`config.mk`:
```
export PLATFORM = sky130hd
export DESIGN_NAME = vend_dispense_ctrl_flat
export DESIGN_NICKNAME = d
export VERILOG_FILES = /design/src/rtl/vend_dispense_ctrl_if.sv /design/src/rtl/vend_dispense_ctrl.sv /design/src/flat_wrapper.sv
export SDC_FILE = /design/constraint.sdc
export NUM_CORES = 1
export LEC_CHECK = 0
export ABC_AREA = 0
export CAP_MARGIN = 40
export CORE_MARGIN = 2
export CORE_UTILIZATION = 45
export DETAILED_ROUTE_END_ITERATION = 10
export PLACE_DENSITY_LB_ADDON = 0.1
export SYNTH_ARGS = -nofsm -noshare
export SYNTH_HDL_FRONTEND = slang
export SYNTH_SLANG_ARGS = --single-unit
```
`constraint.sdc`:
```
create_clock -name CLK -period 4.15 [get_ports CLK]
set_clock_uncertainty 0.2 [all_clocks]
set_input_delay 0.83 -clock CLK [delete_from_list [all_inputs] [get_ports CLK]]
set_output_delay 0.83 -clock CLK [all_outputs]
set_load 0.01 [all_outputs]
```
`src/rtl/vend_dispense_ctrl_if.sv`:
```
// Coin-acceptor / dispenser signal bundle for the guffin vending controller.
// Handshake: each dispense request (guffin, quarter_out, halfDollar_out) is a level held
// until disp_ack is sampled high on a rising edge; the request drops on the following cycle.
interface vend_dispense_ctrl_if;
  logic       quarter_in;
  logic       halfDollar_in;
  logic       dollar_in;
  logic       cancel;
  logic       disp_ack;
  logic       guffin;
  logic       quarter_out;
  logic       halfDollar_out;
  logic       coin_reject;
  logic       fault;
  logic [3:0] credit;
  logic       state_high;
  logic       state_low;

  modport master (
    output quarter_in, halfDollar_in, dollar_in, cancel, disp_ack,
    input  guffin, quarter_out, halfDollar_out, coin_reject, fault, credit,
           state_high, state_low
  );

  modport slave (
    input  quarter_in, halfDollar_in, dollar_in, cancel, disp_ack,
    output guffin, quarter_out, halfDollar_out, coin_reject, fault, credit,
           state_high, state_low
  );
endinterface

```
`src/rtl/vend_dispense_ctrl.sv`:
```
// Guffin vending controller: credits coins, requests a guffin at PRICE, pays change
// one coin at a time, and latches a fault when the dispenser stops acknowledging.
module vend_dispense_ctrl #(
  parameter int PRICE   = 3,
  parameter int TIMEOUT = 1000
) (
  input  logic                 CLK,
  input  logic                 RES,
  vend_dispense_ctrl_if.slave  bus
);
  localparam int CW = $clog2(TIMEOUT + 1);

  typedef enum logic [1:0] {
    COLLECT = 2'b00,
    VEND    = 2'b01,
    CHANGE  = 2'b10,
    FAULT   = 2'b11
  } state_t;

  state_t          state, state_nxt;
  logic [3:0]      credit, credit_nxt;
  logic            guffin, guffin_nxt;
  logic            q_req, q_req_nxt;
  logic            h_req, h_req_nxt;
  logic            reject, reject_nxt;
  logic            fault, fault_nxt;
  logic [CW-1:0]   wait_cnt, wait_cnt_nxt;

  logic [1:0]      coin_cnt;
  logic [3:0]      coin_val;
  logic [3:0]      sum;
  logic [3:0]      change_amt;
  logic            any_coin;
  logic            timed_out;

  assign coin_cnt   = 2'(bus.quarter_in) + 2'(bus.halfDollar_in) + 2'(bus.dollar_in);
  // One-hot coin pulses map directly onto their quarter-unit values 1/2/4.
  assign coin_val   = {1'b0, bus.dollar_in, bus.halfDollar_in, bus.quarter_in};
  assign sum        = credit + coin_val;
  assign any_coin   = (coin_cnt != 2'd0);
  assign change_amt = h_req ? 4'd2 : 4'd1;
  assign timed_out  = (wait_cnt == CW'(TIMEOUT - 1));

  always_ff @(posedge CLK) begin
    if (RES) begin
      state    <= COLLECT;
      credit   <= 4'd0;
      guffin   <= 1'b0;
      q_req    <= 1'b0;
      h_req    <= 1'b0;
      reject   <= 1'b0;
      fault    <= 1'b0;
      wait_cnt <= '0;
    end else begin
      state    <= state_nxt;
      credit   <= credit_nxt;
      guffin   <= guffin_nxt;
      q_req    <= q_req_nxt;
      h_req    <= h_req_nxt;
      reject   <= reject_nxt;
      fault    <= fault_nxt;
      wait_cnt <= wait_cnt_nxt;
    end
  end

  always_comb begin
    state_nxt    = state;
    credit_nxt   = credit;
    guffin_nxt   = guffin;
    q_req_nxt    = q_req;
    h_req_nxt    = h_req;
    reject_nxt   = 1'b0;
    fault_nxt    = fault;
    wait_cnt_nxt = wait_cnt;

    case (state)
      COLLECT: begin
        if (coin_cnt == 2'd1) begin
          if (sum >= 4'(PRICE)) begin
            state_nxt    = VEND;
            credit_nxt   = sum - 4'(PRICE);
            guffin_nxt   = 1'b1;
            wait_cnt_nxt = '0;
          end else begin
            credit_nxt = sum;
          end
        end else if (any_coin) begin
          reject_nxt = 1'b1;
        end else if (bus.cancel && credit != 4'd0) begin
          state_nxt    = CHANGE;
          h_req_nxt    = (credit >= 4'd2);
          q_req_nxt    = (credit < 4'd2);
          wait_cnt_nxt = '0;
        end
      end

      VEND: begin
        reject_nxt = any_coin;
        if (bus.disp_ack) begin
          guffin_nxt = 1'b0;
          if (credit != 4'd0) begin
            state_nxt    = CHANGE;
            h_req_nxt    = (credit >= 4'd2);
            q_req_nxt    = (credit < 4'd2);
            wait_cnt_nxt = '0;
          end else begin
            state_nxt = COLLECT;
          end
        end else if (timed_out) begin
          state_nxt  = FAULT;
          guffin_nxt = 1'b0;
          fault_nxt  = 1'b1;
        end else begin
          wait_cnt_nxt = wait_cnt + CW'(1);
        end
      end

      CHANGE: begin
        reject_nxt = any_coin;
        if (!(q_req || h_req)) begin
          // Idle gap after a paid coin: disp_ack is ignored, next coin requested.
          h_req_nxt    = (credit >= 4'd2);
          q_req_nxt    = (credit < 4'd2);
          wait_cnt_nxt = '0;
        end else if (bus.disp_ack) begin
          q_req_nxt  = 1'b0;
          h_req_nxt  = 1'b0;
          credit_nxt = credit - change_amt;
          if (credit == change_amt) begin
            state_nxt = COLLECT;
          end
        end else if (timed_out) begin
          state_nxt = FAULT;
          q_req_nxt = 1'b0;
          h_req_nxt = 1'b0;
          fault_nxt = 1'b1;
        end else begin
          wait_cnt_nxt = wait_cnt + CW'(1);
        end
      end

      default: begin
        reject_nxt = any_coin;
      end
    endcase
  end

  assign bus.guffin         = guffin;
  assign bus.quarter_out    = q_req;
  assign bus.halfDollar_out = h_req;
  assign bus.coin_reject    = reject;
  assign bus.fault          = fault;
  assign bus.credit         = credit;
  assign bus.state_high     = state[1];
  assign bus.state_low      = state[0];
endmodule

```
`src/flat_wrapper.sv`:
```
// flat-port wrapper written by rule: the top's interface ports become plain ports
module vend_dispense_ctrl_flat 
#(
  parameter int PRICE   = 3,
  parameter int TIMEOUT = 1000
)
  (CLK, RES, bus_quarter_in, bus_halfDollar_in, bus_dollar_in, bus_cancel, bus_disp_ack, bus_guffin, bus_quarter_out, bus_halfDollar_out, bus_coin_reject, bus_fault, bus_credit, bus_state_high, bus_state_low);
  vend_dispense_ctrl_if bus_i ();
  input  logic CLK;
  input  logic RES;
  input wire logic [$bits(bus_i.quarter_in)-1:0] bus_quarter_in;
  input wire logic [$bits(bus_i.halfDollar_in)-1:0] bus_halfDollar_in;
  input wire logic [$bits(bus_i.dollar_in)-1:0] bus_dollar_in;
  input wire logic [$bits(bus_i.cancel)-1:0] bus_cancel;
  input wire logic [$bits(bus_i.disp_ack)-1:0] bus_disp_ack;
  output wire logic [$bits(bus_i.guffin)-1:0] bus_guffin;
  output wire logic [$bits(bus_i.quarter_out)-1:0] bus_quarter_out;
  output wire logic [$bits(bus_i.halfDollar_out)-1:0] bus_halfDollar_out;
  output wire logic [$bits(bus_i.coin_reject)-1:0] bus_coin_reject;
  output wire logic [$bits(bus_i.fault)-1:0] bus_fault;
  output wire logic [$bits(bus_i.credit)-1:0] bus_credit;
  output wire logic [$bits(bus_i.state_high)-1:0] bus_state_high;
  output wire logic [$bits(bus_i.state_low)-1:0] bus_state_low;
  assign bus_i.quarter_in = bus_quarter_in;
  assign bus_i.halfDollar_in = bus_halfDollar_in;
  assign bus_i.dollar_in = bus_dollar_in;
  assign bus_i.cancel = bus_cancel;
  assign bus_i.disp_ack = bus_disp_ack;
  assign bus_guffin = bus_i.guffin;
  assign bus_quarter_out = bus_i.quarter_out;
  assign bus_halfDollar_out = bus_i.halfDollar_out;
  assign bus_coin_reject = bus_i.coin_reject;
  assign bus_fault = bus_i.fault;
  assign bus_credit = bus_i.credit;
  assign bus_state_high = bus_i.state_high;
  assign bus_state_low = bus_i.state_low;
  vend_dispense_ctrl #(.PRICE(PRICE), .TIMEOUT(TIMEOUT)) u_core (.CLK(CLK), .RES(RES), .bus(bus_i));
endmodule
```
==> reports/metrics.cfg, run 1 <==
[layout]
finalInstanceArea_mm2=0.001869
syn2layout_area_growth_pct=13.61
fin_util_pct=54.73
antenna_cells=0
fill_cells=345
instances_no_fill=271
nets=247
drive_above_1_share_pct=9.778

[clock_network]
cts_sinks=21
cts_made_buffers=3
cts-root-buf=clkbuf_4
ctsHoldBuffers=0
cts_tree=done
path_clk_slew_ns=0.13
post_cts_resize_count=0
clockBufferDepth=2
cts_setup_buffers=0
clkLatencyLatePin_ns=0.32
htreeDepth=1

[logic_synthesis]
netlist_top_cells_count=nor2_1 (25), a21oi_1 (23), dfxtp_1 (21)
syn_area_mm2=0.001645
async_flop_share_pct=0
yosysSeqAreaShare_pct=25.55
syn_nets=228
synth-main-ff-cell=dfxtp_1
yosysTopAreaCell=dfxtp_1
yosys-top-cells-area=dfxtp_1 (26%), ha_1 (8.4%), a21oi_1 (7.0%)
ys_ff_latch=21
synth.most_common_cell=nor2_1
synth_top_area_share_pct=25.55
ys_types=56
synth_edf_count=0
synth_cells=207
syn_area_per_cell_um2=7.948
ys.warnings.count=0

[global_route]
grt_pass1_wl_mm=6.651
grt-ovfl-total=0
grt_start_max_net_pins=24
grtUsageTotal_pct=19.90
antenna_found_initial=0
first_global_vias=1452

[timing]
relSlewSlack_pct=63.97
rsz0062_at_grt=false
tns_ns=0
max_freq_mhz=262.4
setup_viol=0
slew_violations=0
worst_slew_pin_slew_ns=0.5359
period_share_pct=91.84
finalHoldViolCount=0
fin_hold_ws_ns=0.3025
period_needed_ns=3.812

[placement]
place_area_mm2=0.001842
io_buffers=17
placed_cells=267
place_congestion=0.8371
dpl.hpwl_mm=2.918

[route]
route.detailed.drc=0
vias=1559
ant_nets=0
dr.pass1.iters=4
drt-total-wl_mm=3.887
drtIter0Drc=126
avgViaCountPerCell=5.753
wire_per_inst_um=14.34

[hold_path]
worst_hold_path_type=flip-flop to flip-flop

[floorplanning]
rows=21
die-area_mm2=0.004156
die_y_um=64.47
fp.dieW_um=64.47
start_util_pct=48.17
io_pins=18
core_region_area_mm2=0.003416

[setup_path]
cp-start-kind=input port
required_ns=4.20
worstPathMaxFanout=7
end_kind=flip-flop
cpMaxStageDelayCell=fa_1
cp_num_buf_inv=4
worst_path_dominant_cell_family=simple AND/OR/NAND/NOR gates
cp_cell_sequence=clkdlybuf4s50_1 -> ha_1 -> inv_1 -> fa_1 -> inv_1 -> ha_1 -> or2b_1 -> or4_4 -> and3_4 -> o21ai_2 -> buf_4 -> a21oi_1 -> nor3_1
max_stage_delay_ns=0.50
crit_arrival_ns=3.86
crit_type=input port to flip-flop

[run_status]
status=finished, final reports clean

[pwr]
p_leak_nw=0.7206
peakVddDrop_uv=307.3
p_per_area_mw_per_mm2=561.3

[run]
max_cap_violations=0

## report_power, final
group / switching (mW) / total (mW) / internal, mW
logic: 0.356 / 0.652 / 0.296
registers: 0.0549 / 0.289 / 0.234
clock network: 0.0721 / 0.108 / 0.0361
## registers in the layout (all words and copies together), names as in the netlist
register and count:
u_core.bus.coin_reject 1, u_core.wait_cnt 10, u_core.bus.halfDollar_out 1, u_core.bus.quarter_out 1, u_core.bus.credit 4, u_core.bus.guffin 1
u_core.state 2, u_core.bus.fault 1
## final cells by class
type                       instances  area (um^2)  share of cell area [%]
sequential                        21        420.4                   22.49
tap                               46        57.56                   3.079
inverter                          13        48.80                   2.610
clock buffer                       3        22.52                   1.205
timing repair buffer              21        200.2                   10.71
multi-input combinational        166         1115                   59.64
clock inverter                     1        5.005                  0.2677
## metal layers
| layer | GRT usage, % | wire length (um) | vias to the layer above |
|---|---|---|---|
| met5 | 0 | 0 | - |
| met4 | 4.255 | 38 | 0 |
| met3 | 1.736 | 100 | 4 |
| met2 | 34.24 | 1838 | 23 |
| met1 | 27.18 | 1910 | 749 |
| li1 | - | - | 783 |
## tightest hold or removal path: cells and delay by family, from the launching register on
family / cells / cell delay, ns
AO/OA/AOI/OAI: 1 / 0.04
AND/OR/NAND/NOR: 1 / 0.07
flip-flops: 1 / 0.36
## logic make-up after synthesis
family	after synthesis	synth area share, %
AND/OR/NAND/NOR	78	25.70
AO/OA/AOI/OAI	65	24.72
flip-flops	21	25.55
buffers and inverters	20	6.692
adder cells (fa/ha/maj)	14	12.02
multiplexers	5	3.194
XOR/XNOR	4	2.130
## cell usage in the layout (no fill, tap or decap), types with 4 or more instances in the layout
cell | Yosys | routed
a21oi_1 | 23 | 23
buf_4 | 0 | 4
clkdlybuf4s50_1 | 0 | 17
dfxtp_1 | 21 | 21
ha_1 | 11 | 11
inv_1 | 13 | 13
nand2_1 | 10 | 10
nand2b_1 | 5 | 5
nand3_1 | 10 | 10
nor2_1 | 25 | 25
nor2b_1 | 4 | 4
o21a_1 | 5 | 5
o21ai_0 | 14 | 14
## stage by stage
stage / worst slack (ns) / power [mW]
2_1_floorplan: 0.6544 / 0.7685
3_3_place_gp: 0.1244 / 0.9276
3_5_place_dp: 0.007455 / 0.9418
4_1_cts: 0.3439 / 1.051
5_1_grt: 0.1927 / 1.148
6_report: 0.3384 / 1.049
## final timing paths
kind,start,end,slack [ns],cells past startpoint
max reg2reg,u_core.bus.credit[1],u_core.wait_cnt[2],0.77,11
min reg2reg,u_core.bus.fault,u_core.bus.fault,0.30,2
max,bus_quarter_in,u_core.wait_cnt[2],0.34,13
min,u_core.bus.fault,u_core.bus.fault,0.30,2
(Power assumes the default switching activity.)
==> run 2: changes to the inputs <==
--- a/config.mk
+++ b/config.mk
@@ -14,3 +14,4 @@
 export SYNTH_ARGS = -nofsm -noshare
 export SYNTH_HDL_FRONTEND = slang
 export SYNTH_SLANG_ARGS = --single-unit
+export TNS_END_PERCENT = 10
==> results of run 2 <==
The final DEF is identical to that of run 1; final timing and power are the same.
==> run 3: changes to the inputs <==
--- a/config.mk
+++ b/config.mk
@@ -7,10 +7,10 @@
 export LEC_CHECK = 0
 export ABC_AREA = 0
 export CAP_MARGIN = 40
-export CORE_MARGIN = 2
 export CORE_UTILIZATION = 45
 export DETAILED_ROUTE_END_ITERATION = 10
 export PLACE_DENSITY_LB_ADDON = 0.1
+export SETUP_SLACK_MARGIN = 0.5
 export SYNTH_ARGS = -nofsm -noshare
 export SYNTH_HDL_FRONTEND = slang
 export SYNTH_SLANG_ARGS = --single-unit
==> run 3 against run 2 <==
Effect of this change:
- routed wire length up 3.7%
- global-route usage up 1.7 points
- hold slack better by 0.0062 ns
- critical path depth down 5
==> reports/metrics.cfg, run 3 (synthesis gave the netlist of run 1 again) <==
[timing]
relSlewSlack_pct=63.67  ; was 63.97%
period_needed_ns=3.385  ; was 3.812 ns
worst_slack_ns=0.7652  ; was 0.3384 ns
period_share_pct=81.56  ; was 91.84%
setup_viol=0  ; unchanged
rsz0062_at_grt=false  ; unchanged
slew_violations=0  ; unchanged
max_freq_mhz=295.4  ; was 262.4 MHz
finalHoldViolCount=0  ; unchanged
tns_ns=0  ; unchanged
worst_slew_pin_slew_ns=0.5450  ; was 0.5359 ns

[global_route]
grtUsageTotal_pct=21.63  ; was 19.90%
antenna_found_initial=0  ; unchanged
grt_start_max_net_pins=24  ; unchanged
grt-ovfl-total=0  ; unchanged
grt_pass1_wl_mm=6.879  ; was 6.651 mm
first_global_vias=1552  ; was 1452

[clock_network]
clockBufferDepth=2  ; unchanged
cts_tree=done  ; unchanged
clkLatencyLatePin_ns=0.32  ; about the same
cts_made_buffers=3  ; unchanged
cts-root-buf=clkbuf_4  ; unchanged
ctsHoldBuffers=0  ; unchanged
htreeDepth=1  ; unchanged
path_clk_slew_ns=0.14  ; was 0.13 ns
cts_sinks=21  ; unchanged

[layout]
nets=251  ; was 247
multiInputGateArea_mm2=0.001144  ; was 0.001115 mm^2
final_common_cell=nor2_1  ; unchanged
drive_above_1_share_pct=13.54  ; was 9.778%
reg_top3=u_core.wait_cnt: 10 flops, u_core.bus.credit: 4 flops, u_core.state: 2 flops  ; unchanged
mostFrequentLayoutCells=nor2_1 (25), a21oi_1 (22), dfxtp_1 (21), clkdlybuf4s50_1 (15), o21ai_0 (14)  ; was nor2_1 (25), a21oi_1 (23), dfxtp_1 (21), clkdlybuf4s50_1 (17), o21ai_0 (14)
fill_cells=341  ; was 345
syn2layout_area_growth_pct=17.72  ; was 13.61%
largest_register_ffs=10  ; unchanged
instances_no_fill=275  ; was 271
antenna_cells=0  ; unchanged
top_register=u_core.wait_cnt  ; unchanged
register_area_um2=420.4  ; unchanged

[route]
drtIter0Drc=133  ; was 126
drt-total-wl_mm=4.032  ; was 3.887 mm
dr.pass1.iters=4  ; unchanged
wire_per_inst_um=14.66  ; was 14.34 um
ant_nets=0  ; unchanged
vias=1600  ; was 1559
route.detailed.drc=0  ; unchanged
avgViaCountPerCell=5.818  ; was 5.753

[pwr]
p_per_area_mw_per_mm2=583.4  ; was 561.3 mW/mm^2
peakVddDrop_uv=303.6  ; was 307.3 uV
p_leak_nw=0.7604  ; was 0.7206 nW

[setup_path]
crit_arrival_ns=3.44  ; was 3.86 ns
cp-start-kind=input port  ; unchanged
crit_type=input port to flip-flop  ; unchanged
worstPathMaxFanout=7  ; unchanged
end_kind=flip-flop  ; unchanged
max_stage_delay_ns=0.63  ; was 0.50 ns
cp_cell_sequence=clkdlybuf4s50_1 -> inv_1 -> fa_1 -> nand3_1 -> o21ai_0 -> o21ai_4 -> or4_2 -> a21oi_1  ; was clkdlybuf4s50_1 -> ha_1 -> inv_1 -> fa_1 -> inv_1 -> ha_1 -> or2b_1 -> or4_4 -> and3_4 -> o21ai_2 -> buf_4 -> a21oi_1 -> nor3_1
required_ns=4.21  ; was 4.20 ns
cpMaxStageDelayCell=or4_2  ; was fa_1

[placement]
dpl.hpwl_mm=2.901  ; was 2.918 mm
place_congestion=0.9014  ; was 0.8371
io_buffers=17  ; unchanged
placed_cells=267  ; unchanged
pre_cts_ws_ns=0.03929  ; was 0.007455 ns

[floorplanning]
die_y_um=62.47  ; was 64.47 um
start_util_pct=48.17  ; unchanged
fp.dieW_um=62.47  ; was 64.47 um
io_pins=18  ; unchanged
core_region_area_mm2=0.003416  ; unchanged
die-area_mm2=0.003902  ; was 0.004156 mm^2
rows=21  ; unchanged

[run_status]
status=finished, final reports clean  ; unchanged

[hold_path]
worst_hold_path_type=flip-flop to flip-flop  ; unchanged

[run]
max_cap_violations=0  ; unchanged

[run 3: cell count changes in the layout (fill, tap and decap cells not counted), moves of 2 or more]
cell / previous run / this run
clkdlybuf4s50_1: 17 / 15
dlymetal6s2s_1: 0 / 2
buf_4: 4 / 7
ha_2: 0 / 2
ha_1: 11 / 9
[run 3: report_power, final]
part / switching, mW / total [mW] / internal (mW)
logic: 0.389 / 0.732 / 0.343
clock network: 0.0723 / 0.108 / 0.0361
registers: 0.0549 / 0.289 / 0.234
total: 0.516 / 1.13 / 0.614
[run 3: metal layers]
metal | wire (um) | GRT usage, % | share of wire, %
met1 | 1908 | 28.64 | 47
met2 | 1990 | 37.50 | 49
met3 | 98 | 1.642 | 2.4
met4 | 34 | 5.814 | 0.84
met5 | 0 | 0 | 0
[run 3: worst paths after layout]
check / from / endpoint / slack, ns / cells past startpoint
worst max-delay path: bus_dollar_in / u_core.wait_cnt[8] / 0.77 / 8
worst min-delay path: u_core.wait_cnt[9] / u_core.wait_cnt[9] / 0.31 / 1
worst max register to register: u_core.bus.credit[0] / u_core.wait_cnt[2] / 0.90 / 12
worst min register to register: u_core.wait_cnt[9] / u_core.wait_cnt[9] / 0.31 / 1
[run 3: cell type report]
cell class / instances / area share (%)
multi-input cells: 166 / 59.04
flip-flops and latches: 21 / 21.71
repair buffers: 25 / 12.34
well taps: 46 / 2.972
inverters: 13 / 2.519
clock buffers: 3 / 1.163
clock inverters: 1 / 0.2584
[run 3: through the flow]
step                      area (um^2)  power (mW)  util (%)  hold slack [ns]
after floorplan                  1645      0.7685         -           0.2516
after global placement           1842      0.9273     53.92           0.2541
after detailed placement         1842      0.9425     53.92           0.2659
after CTS                        1914       1.098     56.04           0.3064
after global routing             1937       1.215     56.70           0.3426
final                            1937       1.130     56.70           0.3088
[run 3: critical path, delay by kind of cell]
kind	cells	cell delay, ns
adder cells (fa/ha/maj)	1	0.58
AND/OR/NAND/NOR	2	0.74
AO/OA/AOI/OAI	3	0.74
buffers and inverters	2	0.54
[run 3: what timing repair did]
item                       4_1_cts  5_1_grt
setup buffers                    3        1
gates resized for setup          5        5
setup endpoints to repair        7       15
pin swaps                        6        4
